$ cat src/rtl/fifo_uart_pkg.sv
// Shared constants for the FIFO-fed UART transmitter: state encoding, default baud divisor, frame lengths.
// The optional parity bit is enabled by defining UART_TX_PARITY_EN.
package fifo_uart_pkg;

    localparam int DEFAULT_CLKS_PER_BIT = 868;
    localparam int FRAME_BITS_NO_PARITY = 10;
    localparam int FRAME_BITS_PARITY    = 11;

    typedef enum logic [2:0] {
        IDLE   = 3'd0,
        LOAD   = 3'd1,
        START  = 3'd2,
        DATA   = 3'd3,
        PARITY = 3'd4,
        STOP   = 3'd5
    } state_e;

endpackage

$ cat src/rtl/fifo_uart_tx_baud_tick_gen.sv
// Bit-time counter: counts 0..CLKS_PER_BIT-1, pulses tick on the last count, and holds at 0 while clear is high.
module baud_tick_gen
    import fifo_uart_pkg::*;
#(
    parameter int CLKS_PER_BIT = DEFAULT_CLKS_PER_BIT
) (
    input  logic clk,
    input  logic rst,
    input  logic clear,
    output logic tick
);

    localparam int CW = (CLKS_PER_BIT > 1) ? $clog2(CLKS_PER_BIT) : 1;
    localparam logic [CW-1:0] LAST = CW'(CLKS_PER_BIT - 1);

    logic [CW-1:0] cnt_q;
    logic [CW-1:0] cnt_d;

    assign tick = (cnt_q == LAST);

    always_comb begin
        cnt_d = cnt_q + CW'(1);
        if (clear || tick) begin
            cnt_d = '0;
        end
    end

    always_ff @(posedge clk or negedge rst) begin
        if (!rst) begin
            cnt_q <= '0;
        end else begin
            cnt_q <= cnt_d;
        end
    end

endmodule

$ cat src/rtl/fifo_uart_tx.sv
// Pops bytes from an upstream FIFO and sends them LSB-first as 8N1 serial frames.
// Defining UART_TX_PARITY_EN inserts an even-parity bit between the data bits and the stop bit.
module fifo_uart_tx
    import fifo_uart_pkg::*;
#(
    parameter int CLKS_PER_BIT = DEFAULT_CLKS_PER_BIT,
    parameter int DATA_W       = 8
) (
    input  logic              clk,
    input  logic              rst,
    input  logic              empty,
    input  logic [DATA_W-1:0] fifo_data,
    output logic              r_en,
    output logic              tx,
    output logic              busy
);

    localparam int BIT_W = (DATA_W > 1) ? $clog2(DATA_W) : 1;
    localparam logic [BIT_W-1:0] LAST_BIT = BIT_W'(DATA_W - 1);

    state_e            state_q, state_d;
    logic [DATA_W-1:0] shift_q, shift_d;
    logic [BIT_W-1:0]  bit_idx_q, bit_idx_d;
    logic              tx_q, tx_d;
    logic              armed_q, armed_d;
    logic              baud_clear;
    logic              baud_tick;
`ifdef UART_TX_PARITY_EN
    logic              parity_q, parity_d;
`endif

    // Counter is held in IDLE/LOAD so START always begins with a full bit-time.
    assign baud_clear = (state_q == IDLE) || (state_q == LOAD);
    assign armed_d    = 1'b1;

    baud_tick_gen #(
        .CLKS_PER_BIT(CLKS_PER_BIT)
    ) u_baud (
        .clk  (clk),
        .rst  (rst),
        .clear(baud_clear),
        .tick (baud_tick)
    );

    // tx_d is the line level for the state being entered, so tx is a clean flop output.
    always_comb begin
        state_d   = state_q;
        shift_d   = shift_q;
        bit_idx_d = bit_idx_q;
        tx_d      = tx_q;
        r_en      = 1'b0;
`ifdef UART_TX_PARITY_EN
        parity_d  = parity_q;
`endif
        case (state_q)
            IDLE: begin
                tx_d = 1'b1;
                if (armed_q && !empty) begin
                    r_en    = 1'b1;
                    state_d = LOAD;
                end
            end
            LOAD: begin
                shift_d   = fifo_data;
                bit_idx_d = '0;
                tx_d      = 1'b0;
                state_d   = START;
`ifdef UART_TX_PARITY_EN
                parity_d  = ^fifo_data;
`endif
            end
            START: begin
                if (baud_tick) begin
                    state_d = DATA;
                    tx_d    = shift_q[0];
                end
            end
            DATA: begin
                if (baud_tick) begin
                    if (bit_idx_q == LAST_BIT) begin
`ifdef UART_TX_PARITY_EN
                        state_d = PARITY;
                        tx_d    = parity_q;
`else
                        state_d = STOP;
                        tx_d    = 1'b1;
`endif
                    end else begin
                        bit_idx_d = bit_idx_q + BIT_W'(1);
                        shift_d   = shift_q >> 1;
                        tx_d      = shift_d[0];
                    end
                end
            end
`ifdef UART_TX_PARITY_EN
            PARITY: begin
                if (baud_tick) begin
                    state_d = STOP;
                    tx_d    = 1'b1;
                end
            end
`endif
            STOP: begin
                tx_d = 1'b1;
                if (baud_tick) begin
                    state_d = IDLE;
                end
            end
            default: begin
                state_d = IDLE;
                tx_d    = 1'b1;
            end
        endcase
    end

    // armed_q keeps r_en low until the first clock after reset is released.
    always_ff @(posedge clk or negedge rst) begin
        if (!rst) begin
            state_q   <= IDLE;
            shift_q   <= '0;
            bit_idx_q <= '0;
            tx_q      <= 1'b1;
            armed_q   <= 1'b0;
        end else begin
            state_q   <= state_d;
            shift_q   <= shift_d;
            bit_idx_q <= bit_idx_d;
            tx_q      <= tx_d;
            armed_q   <= armed_d;
        end
    end

`ifdef UART_TX_PARITY_EN
    always_ff @(posedge clk or negedge rst) begin
        if (!rst) begin
            parity_q <= 1'b0;
        end else begin
            parity_q <= parity_d;
        end
    end
`endif

    assign tx   = tx_q;
    assign busy = (state_q != IDLE);

endmodule

$ cat config.mk
export PLATFORM = sky130hd
export DESIGN_NAME = fifo_uart_tx
export DESIGN_NICKNAME = d
export VERILOG_FILES = /design/src/rtl/fifo_uart_pkg.sv /design/src/rtl/fifo_uart_tx_baud_tick_gen.sv /design/src/rtl/fifo_uart_tx.sv
export SDC_FILE = /design/constraint.sdc
export NUM_CORES = 1
export LEC_CHECK = 0
export ABC_CLOCK_PERIOD_IN_PS = 2800
export BUFFER_PORTS_ARGS = -buffer_cell sky130_fd_sc_hd__buf_2
export CAP_MARGIN = 40
export CORE_UTILIZATION = 37
export CTS_BUF_LIST = sky130_fd_sc_hd__clkbuf_8
export DETAILED_ROUTE_END_ITERATION = 12
export HOLD_SLACK_MARGIN = 0.08
export PLACE_DENSITY = 0.53
export SETUP_SLACK_MARGIN = 0.4
export SLEW_MARGIN = 20
export SYNTH_ARGS = -nofsm -noshare
export SYNTH_HDL_FRONTEND = slang
export SYNTH_HIERARCHICAL = 1
export SYNTH_SLANG_ARGS = --single-unit
$ cat constraint.sdc
create_clock -name clk -period 2.8 [get_ports clk]
set_input_delay 0.28 -clock clk [delete_from_list [all_inputs] [get_ports clk]]
set_output_delay 0.28 -clock clk [all_outputs]
set_load 0.05 [all_outputs]
# After elaboration in Yosys (flattened, before gate mapping)
# Cells that the tools add are included.
# W data, S select, Z words.
dict set report word_totals {
  register_bits 26
  elab_cells 49
}
dict set report classes {
  reduce_logical 10
  mux 19
  addsub 2
  eq_ne 12
}
# op n
set ops {}
lappend ops {{$mux W3} 7}
lappend ops {{$mux W8} 2}
lappend ops {{$pmux W8 S2} 1}
lappend ops {{$pmux W3 S5} 1}
lappend ops {{$add A10 B1 Y10 const B} 1}
lappend ops {{$eq A10 B10 Y1 const B} 1}
lappend ops {{$mux W10} 1}
lappend ops {{$ne A2 B1 Y1 const B} 4}
lappend ops {{$eq A3 B2 Y1 const B} 2}
lappend ops {{$eq A3 B3 Y1 const B} 2}
lappend ops {{$pmux W3 S2} 1}
lappend ops {{$mux W1} 5}
lappend ops {{$reduce_and A5 Y1} 1}
lappend ops {{$ne A2 B2 Y1 const B} 2}
lappend ops {{$add A3 B1 Y3 const B} 1}
lappend ops {{$eq A3 B1 Y1 const B} 1}
lappend ops {{$logic_not A3 Y1} 1}
lappend ops {{$pmux W1 S3} 1}
lappend ops {{$reduce_and A3 Y1} 1}
lappend ops {{$reduce_bool A3 Y1} 1}
lappend ops {{$logic_or A1 B1 Y1} 2}
lappend ops {{$reduce_and A2 Y1} 1}
lappend ops {{$reduce_bool A2 Y1} 1}
lappend ops {{$logic_and A1 B1 Y1} 1}
lappend ops {{$logic_not A1 Y1} 1}

# Longest topological paths before layout
# Gate-level depths: netlist (run 1).
dict set report depth {
  depth_word 4
  depth_mapped 7
  ltp_nobuf 6
}

# Cells and area by module
# The synthesis (run 1) kept the hierarchy.
# module cells_each instances area_each_um2
set by_module_without_submodules {}
lappend by_module_without_submodules {fifo_uart_tx 71 1 855.8}
lappend by_module_without_submodules {baud_tick_gen 52 1 514.2}

# Worst setup path before layout (run 1)
# Ideal clock, no wire load.
dict set report synth_path {
  path_type {reg2reg}
  startpoint {register u_baud.cnt_q[3]}
  endpoint {register shift_q[3]}
  slack_ns 0.490
  required_ns 2.675
  path_buffers 1
  arrival_ns 2.185
  stages_incl_launch_ff 7
  cell_sequence {dfrtp_1 or4_4 nor3_1 nand2b_1 a21oi_2 buf_4 mux2_2}
}
dict set report synth_between {
  elab_chain_len 3
}
# element line
set synth_rtl {}
lappend synth_rtl {{start, declared} fifo_uart_tx_baud_tick_gen.sv:16} ;# logic [CW-1:0] cnt_q;
lappend synth_rtl {{start signal, assigned} fifo_uart_tx_baud_tick_gen.sv:32} ;# cnt_q <= cnt_d;
lappend synth_rtl {{$eq A10 B10 Y1} fifo_uart_tx_baud_tick_gen.sv:19} ;# assign tick = (cnt_q == LAST);
lappend synth_rtl {{via baud_tick} fifo_uart_tx.sv:27} ;# logic baud_tick;
lappend synth_rtl {{$ne A2 B1 Y1 (no source line)} n/a}
lappend synth_rtl {{$reduce_and A3 Y1 (no source line)} n/a}
lappend synth_rtl {{end signal, assigned} fifo_uart_tx.sv:126} ;# shift_q <= shift_d;
lappend synth_rtl {{end, declared} fifo_uart_tx.sv:22} ;# logic [DATA_W-1:0] shift_q, shift_d;
# The timed path passes the listed nets, and every way through them passes these cells.
# A chain may end at the register's enable or synchronous reset.

# Worst setup path in the final report (run 1)
# Same ends and word-level chain as after synthesis.

==> results of run 1 <==
==> final timing paths <==
check	from	to	slack, ps	cells past startpoint
worst max-delay path	u_baud/cnt_q[3]	shift_q[3]	570	5
worst min-delay path	fifo_data[7]	shift_q[7]	290	3
worst max register to register	u_baud/cnt_q[3]	shift_q[3]	570	5
worst min register to register	shift_q[2]	shift_q[2]	490	1
max in group asynchronous	rst	shift_q[5]	1880	2
min in group asynchronous	rst	state_q[0]	540	2
==> cell usage in the layout (no fill, tap or decap), types with 3 or more instances in the layout <==
cell and n:
nand2_1 5, nor3b_1 3, a21oi_1 6, clkbuf_8 4
nor2_1 11, o21ai_0 6, or3_1 3, mux2_2 8
nand2b_1 3, dfrtp_1 25, inv_1 3, nand3_1 6
buf_2 13, mux2_1 8, ha_1 3
==> worst reg2reg max path, cell delays in order (launching register included) <==
cell and delay [ps]:
dfrtp_1 430, or4_4 580, nor3_1 240, nand2b_1 130, a21oi_4 370, mux2_2 380
==> registers in the layout, summed over array words and instances (netlist names) <==
| register | flops |
|---|---|
| bit_idx_q | 3 |
| u_baud/cnt_q | 10 |
| armed_q | 1 |
| state_q | 3 |
| shift_q | 8 |
| tx | 1 |
==> power by group <==
group | total, W | internal [W] | switching (W) | leakage, nW
Combinational | 0.0000252 | 0.0000134 | 0.0000118 | 0.284
Clock | 0.000246 | 0.000126 | 0.000120 | 0.0288
Sequential | 0.000385 | 0.000382 | 0.00000331 | 0.324
==> per-stage QoR <==
step / hold slack, ps / utilization (%) / power (W)
after floorplan: -15.59 / - / 0.0004009
after global placement: 317.4 / 42.35 / 0.0004164
after detailed placement: 327.1 / 42.35 / 0.0004179
after CTS: 284.6 / 44.24 / 0.0006714
after global routing: 308.5 / 44.46 / 0.0006885
final: 290.8 / 44.46 / 0.0006562
==> metal layers <==
metal  wire length, µm  track usage, %
met5                 0               0
met2              1166           23.10
met3                57           2.737
met4                51           6.977
met1              1213           18.17
==> cell families after synthesis <==
kind of cell	count (synthesis)	synth area share, %
buffers and inverters	8	3.926
other	1	0.2737
AO/OA/AOI/OAI	19	9.315
multiplexers	18	14.98
adder cells (fa/ha/maj)	3	2.740
flip-flops	26	47.58
XOR/XNOR	3	1.918
AND/OR/NAND/NOR	45	19.27
==> area by class of cell <==
| class | instances | area [µm²] |
|---|---|---|
| Inverter | 3 | 11.26 |
| Multi-Input combinational cell | 89 | 671.9 |
| Sequential cell | 26 | 651.9 |
| Tap cell | 46 | 57.56 |
| Fill cell | 331 | 1912 |
| Clock buffer | 4 | 55.05 |
| Timing Repair Buffer | 15 | 82.58 |
==> timing repair <==
item	in CTS	in global routing
hold buffers	1	0
hold endpoints to repair	25	0
endpoints found under the setup margin	0	10
resized for setup	0	1
==> results.sh, run 1 <==
export IMPL_gp_congestion=0.7073
export IMPL_die_y_um=62.85
export IMPL_viasPerCell=5.202
export IMPL_drt_total_wl_um=2488
export IMPL_leakage_nw=0.6364
export IMPL_crit_buf_inv=0
export IMPL_design_area_mm2=0.001530
export IMPL_cts_path_max_buffers=2
export IMPL_grt_pass1_wl_um=4340
export IMPL_initial_core_util_pct=39.80
export IMPL_period_needed_ps=2234
export IMPL_yosysMostFrequentCell="dfrtp_1"
export IMPL_htree_levels=1
export IMPL_cts_root_buf="clkbuf_8"
export IMPL_rows=21
export IMPL_hp_class="input pin to flip-flop"
export IMPL_final_cells=183
export IMPL_drtPass1Iterations=4
export IMPL_async_flop_share_pct=100.0
export IMPL_hpwl_um=1708
export IMPL_syn_inst=123
export IMPL_cts_sinks=26
export IMPL_ys_flop_type="dfrtp_1"
export IMPL_rsz0062_at_grt="false"
export IMPL_area_delta_synth_final_pct=11.69
export IMPL_finalHoldViolCount=0
export IMPL_tns_ps=0
export IMPL_die_w_um=62.85
export IMPL_drv_cap=0
export IMPL_cts_setup_buffers=0
export IMPL_detail_route_iter0_violations=49
export IMPL_slew_headroom_pct=53.29
export IMPL_clk_latency_ps=270
export IMPL_clock_skew_ps=2.763
export IMPL_synth_edf_count=0
export IMPL_drt_wirelength_per_cell_um=13.60
export IMPL_netlist_top_cells_count="25 x dfrtp_1, 11 x nor2_1, 8 x mux2_1, 8 x mux2_2"
export IMPL_start_kind="flip-flop"
export IMPL_timing_fmax_ghz=0.4476
export IMPL_clk_pin_slew_ps=90
export IMPL_peakVddDrop_mv=0.1825
export IMPL_netlist_cell_type_count=41
export IMPL_drc=0
export IMPL_final_period_utilization_pct=79.79
export IMPL_cp_cell_sequence="or4_4 -> nor3_1 -> nand2b_1 -> a21oi_4 -> mux2_2"
export IMPL_avgSynthCellArea_um2=11.14
export IMPL_slowest_stage="or4_4"
export IMPL_syn_nets=137
export IMPL_synth_area_mm2=0.001370
export IMPL_seq_area_frac_synth_pct=47.58
export IMPL_end_kind="flip-flop"
export IMPL_critPathKind="flip-flop to flip-flop"
export IMPL_grt_pass1_vias=926
export IMPL_io_pins=14
export IMPL_final_nets=152
export IMPL_grt_max_degree=27
export IMPL_cts_tree="yes"
export IMPL_outcome="finished, final reports clean"
export IMPL_detail_route_antenna_nets=0
export IMPL_pre_cts_ws_ps=428.7
export IMPL_antenna_cells=0
export IMPL_tightest_slew_ps=700.6
export IMPL_io_buffers=13
export IMPL_setup_viol=0
export IMPL_numCtsBuffers=3
export IMPL_drive_gt1_share_pct=24.09
export IMPL_critPathMaxStageDelay_ps=580
export IMPL_worstPathArrival_ps=2400
export IMPL_fin_ws_ps=565.8
export IMPL_num_vias=952
export IMPL_placed_area_mm2=0.001458
export IMPL_slew_violations=0
export IMPL_cp_top_family="simple AND/OR/NAND/NOR gates"
export IMPL_synth_seq_cells=26
export IMPL_die_area_mm2=0.003950
export IMPL_yosysTopAreaCellShare_pct=45.66
export IMPL_yosys_area_top_type="dfrtp_1"
export IMPL_power_density_mw_per_mm2=428.9
export IMPL_cp_max_fo=11
export IMPL_ys_warn_count=6
export IMPL_dp_cells=178
export IMPL_grt_ovfl_total=0
export IMPL_antenna_found_initial=0
export IMPL_grt_util_all_layers_pct=14.27
export IMPL_core_mm2=0.003442
export IMPL_critPathRequiredTime_ps=2970
export IMPL_synthTopCellsByArea="dfrtp_1 46%, mux2_1 6.6%, mux2_2 6.6%"
No activity file was read; power rests on OpenSTA's default activity.
==> run 2, diff against run 1 <==
--- a/config.mk
+++ b/config.mk
@@ -5,14 +5,15 @@
 export SDC_FILE = /design/constraint.sdc
 export NUM_CORES = 1
 export LEC_CHECK = 0
-export ABC_CLOCK_PERIOD_IN_PS = 2800
+export ABC_AREA = 1
+export ABC_CLOCK_PERIOD_IN_PS = 1800
 export BUFFER_PORTS_ARGS = -buffer_cell sky130_fd_sc_hd__buf_2
 export CAP_MARGIN = 40
 export CORE_UTILIZATION = 37
 export CTS_BUF_LIST = sky130_fd_sc_hd__clkbuf_8
 export DETAILED_ROUTE_END_ITERATION = 12
 export HOLD_SLACK_MARGIN = 0.08
-export PLACE_DENSITY = 0.53
+export PLACE_DENSITY = 0.55
 export SETUP_SLACK_MARGIN = 0.4
 export SLEW_MARGIN = 20
 export SYNTH_ARGS = -nofsm -noshare
==> constraint.sdc (replaced) <==
create_clock -name clk -period 1.8 [get_ports clk]
set_input_delay 0.18 -clock clk [delete_from_list [all_inputs] [get_ports clk]]
set_output_delay 0.18 -clock clk [all_outputs]
set_load 0.05 [all_outputs]
==> results.sh, run 2 <==
export IMPL_outcome="finished, final reports clean"
export IMPL_final_cells=268
export IMPL_grt_ovfl_total=0
export IMPL_clk_pin_slew_ps=90
export IMPL_synth_seq_cells=26
export IMPL_p_int_w=0.001515
export IMPL_gp_congestion=0.8080
export IMPL_design_area_mm2=0.001837
export IMPL_drt_total_wl_um=2968
export IMPL_initial_core_util_pct=39.33
export IMPL_cp_max_fo=18
export IMPL_peakVddDrop_mv=0.9900
export IMPL_grt_pass1_wl_um=4968
export IMPL_crit_path_frequent_cell="nand2_1"
export IMPL_ys_warn_count=6
export IMPL_power_density_mw_per_mm2=1412
export IMPL_largest_registers="u_baud/cnt_q (10), shift_q (8)"
export IMPL_cts_root_buf="clkbuf_8"
export IMPL_critPathKind="flip-flop to flip-flop"
export IMPL_cts_path_max_buffers=2
export IMPL_die_area_mm2=0.004205
export IMPL_tightest_slew_ps=586.2
export IMPL_seq_power_share_pct=36.3
export IMPL_seq_area_frac_synth_pct=44.61
export IMPL_die_w_um=64.85
export IMPL_yosysTopAreaCellShare_pct=42.81
export IMPL_synthTopCellsByArea="dfrtp_1 43%, nand2_1 14%, inv_1 8.0%"
export IMPL_clk_latency_ps=270
export IMPL_top_register="u_baud/cnt_q"
export IMPL_core_mm2=0.003716
export IMPL_rsz0062_at_grt="true"
export IMPL_start_kind="flip-flop"
export IMPL_dp_cells=249
export IMPL_p_clk_share_pct=14.8
export IMPL_antenna_cells=0
export IMPL_yosysMostFrequentCell="nand2_1"
export IMPL_drv_cap=0
export IMPL_hpwl_um=2001
export IMPL_synth_edf_count=0
export IMPL_drt_wirelength_per_cell_um=11.07
export IMPL_drtPass1Iterations=4
export IMPL_period_needed_ps=1487
export IMPL_io_buffers=13
export IMPL_critPathRequiredTime_ps=2010
export IMPL_drive_gt1_share_pct=32.73
export IMPL_numCtsBuffers=3
export IMPL_crit_buf_inv=3
export IMPL_slowest_stage="dfrtp_1"
export IMPL_slew_violations=0
export IMPL_finalHoldViolCount=0
export IMPL_num_vias=1215
export IMPL_detail_route_antenna_nets=0
export IMPL_antenna_found_initial=0
export IMPL_grt_pass1_vias=1220
export IMPL_final_nets=235
export IMPL_final_cell_mix="52 x nand2_1, 27 x inv_1, 23 x dfrtp_1"
export IMPL_final_period_utilization_pct=82.62
export IMPL_drc=0
export IMPL_netlist_top_cells_count="54 x nand2_1, 31 x inv_1, 25 x dfrtp_1"
export IMPL_combPwrFrac_pct=48.9
export IMPL_setup_viol=0
export IMPL_syn_inst=189
export IMPL_viasPerCell=4.534
export IMPL_area_delta_synth_final_pct=25.68
export IMPL_cp_cell_sequence="ha_2 -> nand2_1 -> nor2_1 -> nand3_2 -> inv_2 -> inv_4 -> a21oi_4 -> buf_12 -> nand2_1 -> o21ai_1"
export IMPL_hp_class="input pin to flip-flop"
export IMPL_clock_skew_ps=2.245
export IMPL_synth_area_mm2=0.001461
export IMPL_async_flop_share_pct=100.0
export IMPL_p_switching_w=0.001079
export IMPL_io_pins=14
export IMPL_switching_share_pct=41.59
export IMPL_netlist_cell_type_count=23
export IMPL_worstPathArrival_ps=1690
export IMPL_avgSynthCellArea_um2=7.732
export IMPL_slew_headroom_pct=60.92
export IMPL_placed_area_mm2=0.001602
export IMPL_rows=22
export IMPL_grt_util_all_layers_pct=15.15
export IMPL_leakage_nw=0.9365
export IMPL_syn_nets=203
export IMPL_timing_fmax_ghz=0.6724
export IMPL_ys_flop_type="dfrtp_1"
export IMPL_final_common_cell="nand2_1"
export IMPL_cts_tree="yes"
export IMPL_detail_route_iter0_violations=29
export IMPL_cp_top_family="flip-flops"
export IMPL_die_y_um=64.85
export IMPL_grt_max_degree=27
export IMPL_largest_reg_flops=10
export IMPL_critPathMaxStageDelay_ps=370
export IMPL_tns_ps=0
export IMPL_cts_sinks=26
export IMPL_yosys_area_top_type="dfrtp_1"
export IMPL_htree_levels=1
export IMPL_end_kind="flip-flop"
run 2: kinds of logic after synthesis:
group           synth area share (%)
compound gates                 11.39
xor+xnor                       1.798
fa+ha+maj                      2.569
buf+inv                        9.760
flops                          44.61
other cells                   0.2566
simple gates                   29.62
run 2: cell type report:
type                       count  area [µm²]
sequential                    26       654.4
inverter                      32       122.6
multi-input combinational    129       734.5
fill                         365        1879
timing repair buffer          29       210.2
clock buffer                   4       55.05
tap                           48       60.06
run 2: stage by stage:
| stage | power, W | setup WS, ps | hold WS, ps | util, % |
|---|---|---|---|---|
| floorplan | 0.001810 | 272.5 | -115.6 | - |
| finish | 0.002594 | 312.8 | 190.0 | 49.43 |
| CTS | 0.002526 | 273.7 | 187.0 | 47.24 |
| global route | 0.002800 | 189.8 | 193.4 | 49.43 |
| detailed placement | 0.002035 | 159.3 | 225.3 | 43.10 |
| global placement | 0.001985 | 258.4 | 219.0 | 43.10 |
run 2: repair_timing:
action / 4_1_cts / 5_1_grt
hold buffers: 1 / 0
setup endpoints to repair: 17 / 27
buffers inserted: 9 / 5
pin swaps: 3 / 7
resized for setup: 8 / 11
endpoints found under the hold margin: 25 / 0
run 2: path summary, 6_finish.rpt:
check                                start               to  slack (ps)  cells past startpoint
min in group asynchronous              rst  u_baud/cnt_q[9]         430                      2
min                           fifo_data[7]       shift_q[7]         190                      3
min reg2reg                   bit_idx_q[2]     bit_idx_q[2]         510                      2
max in group asynchronous              rst       state_q[2]         950                      2
max                        u_baud/cnt_q[0]       shift_q[4]         310                     10
max reg2reg                u_baud/cnt_q[0]       shift_q[4]         310                     10
run 2: routing by layer:
metal | up-vias | GRT usage (%) | routed length, µm | part of all wire (%)
li1 | 644 | - | - | -
met1 | 558 | 17.46 | 1333 | 45
met2 | 11 | 27.21 | 1541 | 52
met3 | 2 | 4.225 | 69 | 2.3
met4 | 0 | 3.889 | 23 | 0.77
met5 | - | 0 | 0 | 0
run 2: tightest hold or removal path, stage by stage:
cell and delay [ps]:
buf_2 100, nand3_1 90, o21ai_1 60
run 2: power by group through the flow:
| stage | Combinational, W | Clock [W] | Sequential [W] |
|---|---|---|---|
| after floorplan | 0.000851 | 0 | 0.000958 |
| after global placement | 0.00104 | 0 | 0.000941 |
| after detailed placement | 0.00108 | 0 | 0.000955 |
| after CTS | 0.00119 | 0.000396 | 0.000936 |
| after global routing | 0.00142 | 0.000412 | 0.000965 |
| final | 0.00127 | 0.000385 | 0.000940 |
==> run 3, diff against run 2 <==
--- a/config.mk
+++ b/config.mk
@@ -6,14 +6,14 @@
 export NUM_CORES = 1
 export LEC_CHECK = 0
 export ABC_AREA = 1
-export ABC_CLOCK_PERIOD_IN_PS = 1800
+export ABC_CLOCK_PERIOD_IN_PS = 1500
 export BUFFER_PORTS_ARGS = -buffer_cell sky130_fd_sc_hd__buf_2
 export CAP_MARGIN = 40
 export CORE_UTILIZATION = 37
 export CTS_BUF_LIST = sky130_fd_sc_hd__clkbuf_8
 export DETAILED_ROUTE_END_ITERATION = 12
 export HOLD_SLACK_MARGIN = 0.08
-export PLACE_DENSITY = 0.55
+export PLACE_DENSITY = 0.53
 export SETUP_SLACK_MARGIN = 0.4
 export SLEW_MARGIN = 20
 export SYNTH_ARGS = -nofsm -noshare
==> constraint.sdc (replaced) <==
create_clock -name clk -period 1.5 [get_ports clk]
set_input_delay 0.15 -clock clk [delete_from_list [all_inputs] [get_ports clk]]
set_output_delay 0.15 -clock clk [all_outputs]
set_load 0.05 [all_outputs]
==> results.sh, run 3 (same netlist as run 2, synthesis figures left out) <==
export IMPL_end_kind="flip-flop"
export IMPL_slew_headroom_pct=61.02
export IMPL_largest_reg_flops=10
export IMPL_outcome="finished, final reports clean"
export IMPL_peakVddDrop_mv=1.142
export IMPL_clk_latency_ps=270
export IMPL_worstPathArrival_ps=1690
export IMPL_core_mm2=0.003716
export IMPL_cts_path_max_buffers=2
export IMPL_pre_cts_ws_ps=-8.475
export IMPL_final_common_cell="nand2_1"
export IMPL_clk_pin_slew_ps=90
export IMPL_largest_registers="u_baud/cnt_q (10), shift_q (8)"
export IMPL_die_y_um=64.85
export IMPL_detail_route_antenna_nets=0
export IMPL_rows=22
export IMPL_tightest_slew_ps=584.6
export IMPL_drive_gt1_share_pct=44.49
export IMPL_start_kind="flip-flop"
export IMPL_period_needed_ps=1482
export IMPL_cp_max_fo=4
export IMPL_placed_area_mm2=0.001682
export IMPL_io_buffers=13
export IMPL_cts_tree="yes"
export IMPL_drt_total_wl_um=3199
export IMPL_leakage_nw=1.023
export IMPL_drv_cap=0
export IMPL_final_period_utilization_pct=98.81
export IMPL_critPathKind="flip-flop to flip-flop"
export IMPL_grt_ovfl_total=0
export IMPL_drtPass1Iterations=5
export IMPL_finalHoldViolCount=0
export IMPL_clock_skew_ps=1.266
export IMPL_final_cell_mix="44 x nand2_1, 23 x inv_1, 22 x dfrtp_1"
export IMPL_fin_hold_ws_ps=161.1
export IMPL_fin_ws_ps=17.89
export IMPL_cts_root_buf="clkbuf_8"
export IMPL_num_vias=1273
export IMPL_setup_viol=0
export IMPL_drc=0
export IMPL_hp_class="input pin to flip-flop"
export IMPL_drt_wirelength_per_cell_um=11.63
export IMPL_multi_input_area_um2=893.4
export IMPL_viasPerCell=4.629
export IMPL_critPathRequiredTime_ps=1710
export IMPL_design_area_mm2=0.002081
export IMPL_grt_pass1_wl_um=4981
export IMPL_die_area_mm2=0.004205
export IMPL_grt_util_all_layers_pct=15.44
export IMPL_rsz0062_at_grt="true"
export IMPL_tns_ps=0
export IMPL_die_w_um=64.85
export IMPL_fill_cells=333
export IMPL_antenna_found_initial=0
export IMPL_grt_max_degree=27
export IMPL_timing_fmax_ghz=0.6747
export IMPL_detail_route_iter0_violations=24
export IMPL_initial_core_util_pct=39.33
export IMPL_seq_area_um2=655.6
export IMPL_numCtsBuffers=3
export IMPL_gp_congestion=0.7826
export IMPL_final_nets=242
export IMPL_power_density_mw_per_mm2=1643
export IMPL_top_register="u_baud/cnt_q"
export IMPL_grt_pass1_vias=1255
export IMPL_area_delta_synth_final_pct=42.38
export IMPL_antenna_cells=0
export IMPL_htree_levels=1
export IMPL_io_pins=14
export IMPL_slew_violations=0
export IMPL_hpwl_um=2049
export IMPL_cts_sinks=26
export IMPL_p_total_w=0.003418
==> run 3: worst max-delay path, stage by stage, from the launching register on <==
cell	delay, ps
dfrtp_1	360
ha_2	190
nand2_2	50
nor2_2	90
nand3_2	100
inv_2	100
nor2_1	60
nand2_2	120
nand3_4	100
nor2_4	120
nand2_1	60
nand2_1	60
==> run 3: repair_timing <==
item,in CTS,in global routing
pin swaps,5,15
hold buffers,1,0
endpoints found under the setup margin,28,28
endpoints found under the hold margin,25,0
gates cloned,0,1
gates resized for setup,17,53
setup buffers,7,3
==> run 3: path summary, 6_finish.rpt <==
| path | end | slack [ps] | from | cells past startpoint |
|---|---|---|---|---|
| max in group asynchronous | state_q[1] | 670 | rst | 2 |
| setup / recovery | state_q[0] | 20 | u_baud/cnt_q[0] | 11 |
| hold reg to reg | bit_idx_q[1] | 500 | bit_idx_q[1] | 2 |
| setup reg to reg | state_q[0] | 20 | u_baud/cnt_q[0] | 11 |
| min in group asynchronous | u_baud/cnt_q[4] | 410 | rst | 2 |
| hold / removal | shift_q[7] | 160 | fifo_data[7] | 3 |
==> run 3: metal layers <==
metal  track usage, %  vias up  routed length, µm
li1                 -      659                  -
met4            6.944        0                 80
met1            16.65      593               1309
met2            27.99       13               1732
met5                0        -                  0
met3            3.873        8                 77
==> run 3: per-stage QoR <==
| step | instances | util, % |
|---|---|---|
| 3_5_place_dp | 259 | 45.25 |
| 6_report | 275 | 55.99 |
| 4_1_cts | 271 | 49.73 |
| 5_1_grt | 275 | 55.99 |
| 2_1_floorplan | 189 | - |
| 3_3_place_gp | 259 | 45.25 |
==> run 3: power by group <==
group / total (W) / switching (W) / internal [W]
sequential: 0.00110 / 0.000141 / 0.000961
combinational: 0.00187 / 0.00107 / 0.000799
clock: 0.000446 / 0.000212 / 0.000235
==> run 3: cell type report <==
cell class | count | share of cell area, %
Sequential cell | 26 | 31.51
Tap cell | 48 | 2.886
Multi-Input combinational cell | 130 | 42.93
Inverter | 32 | 6.254
Timing Repair Buffer | 35 | 13.77
Clock buffer | 4 | 2.646
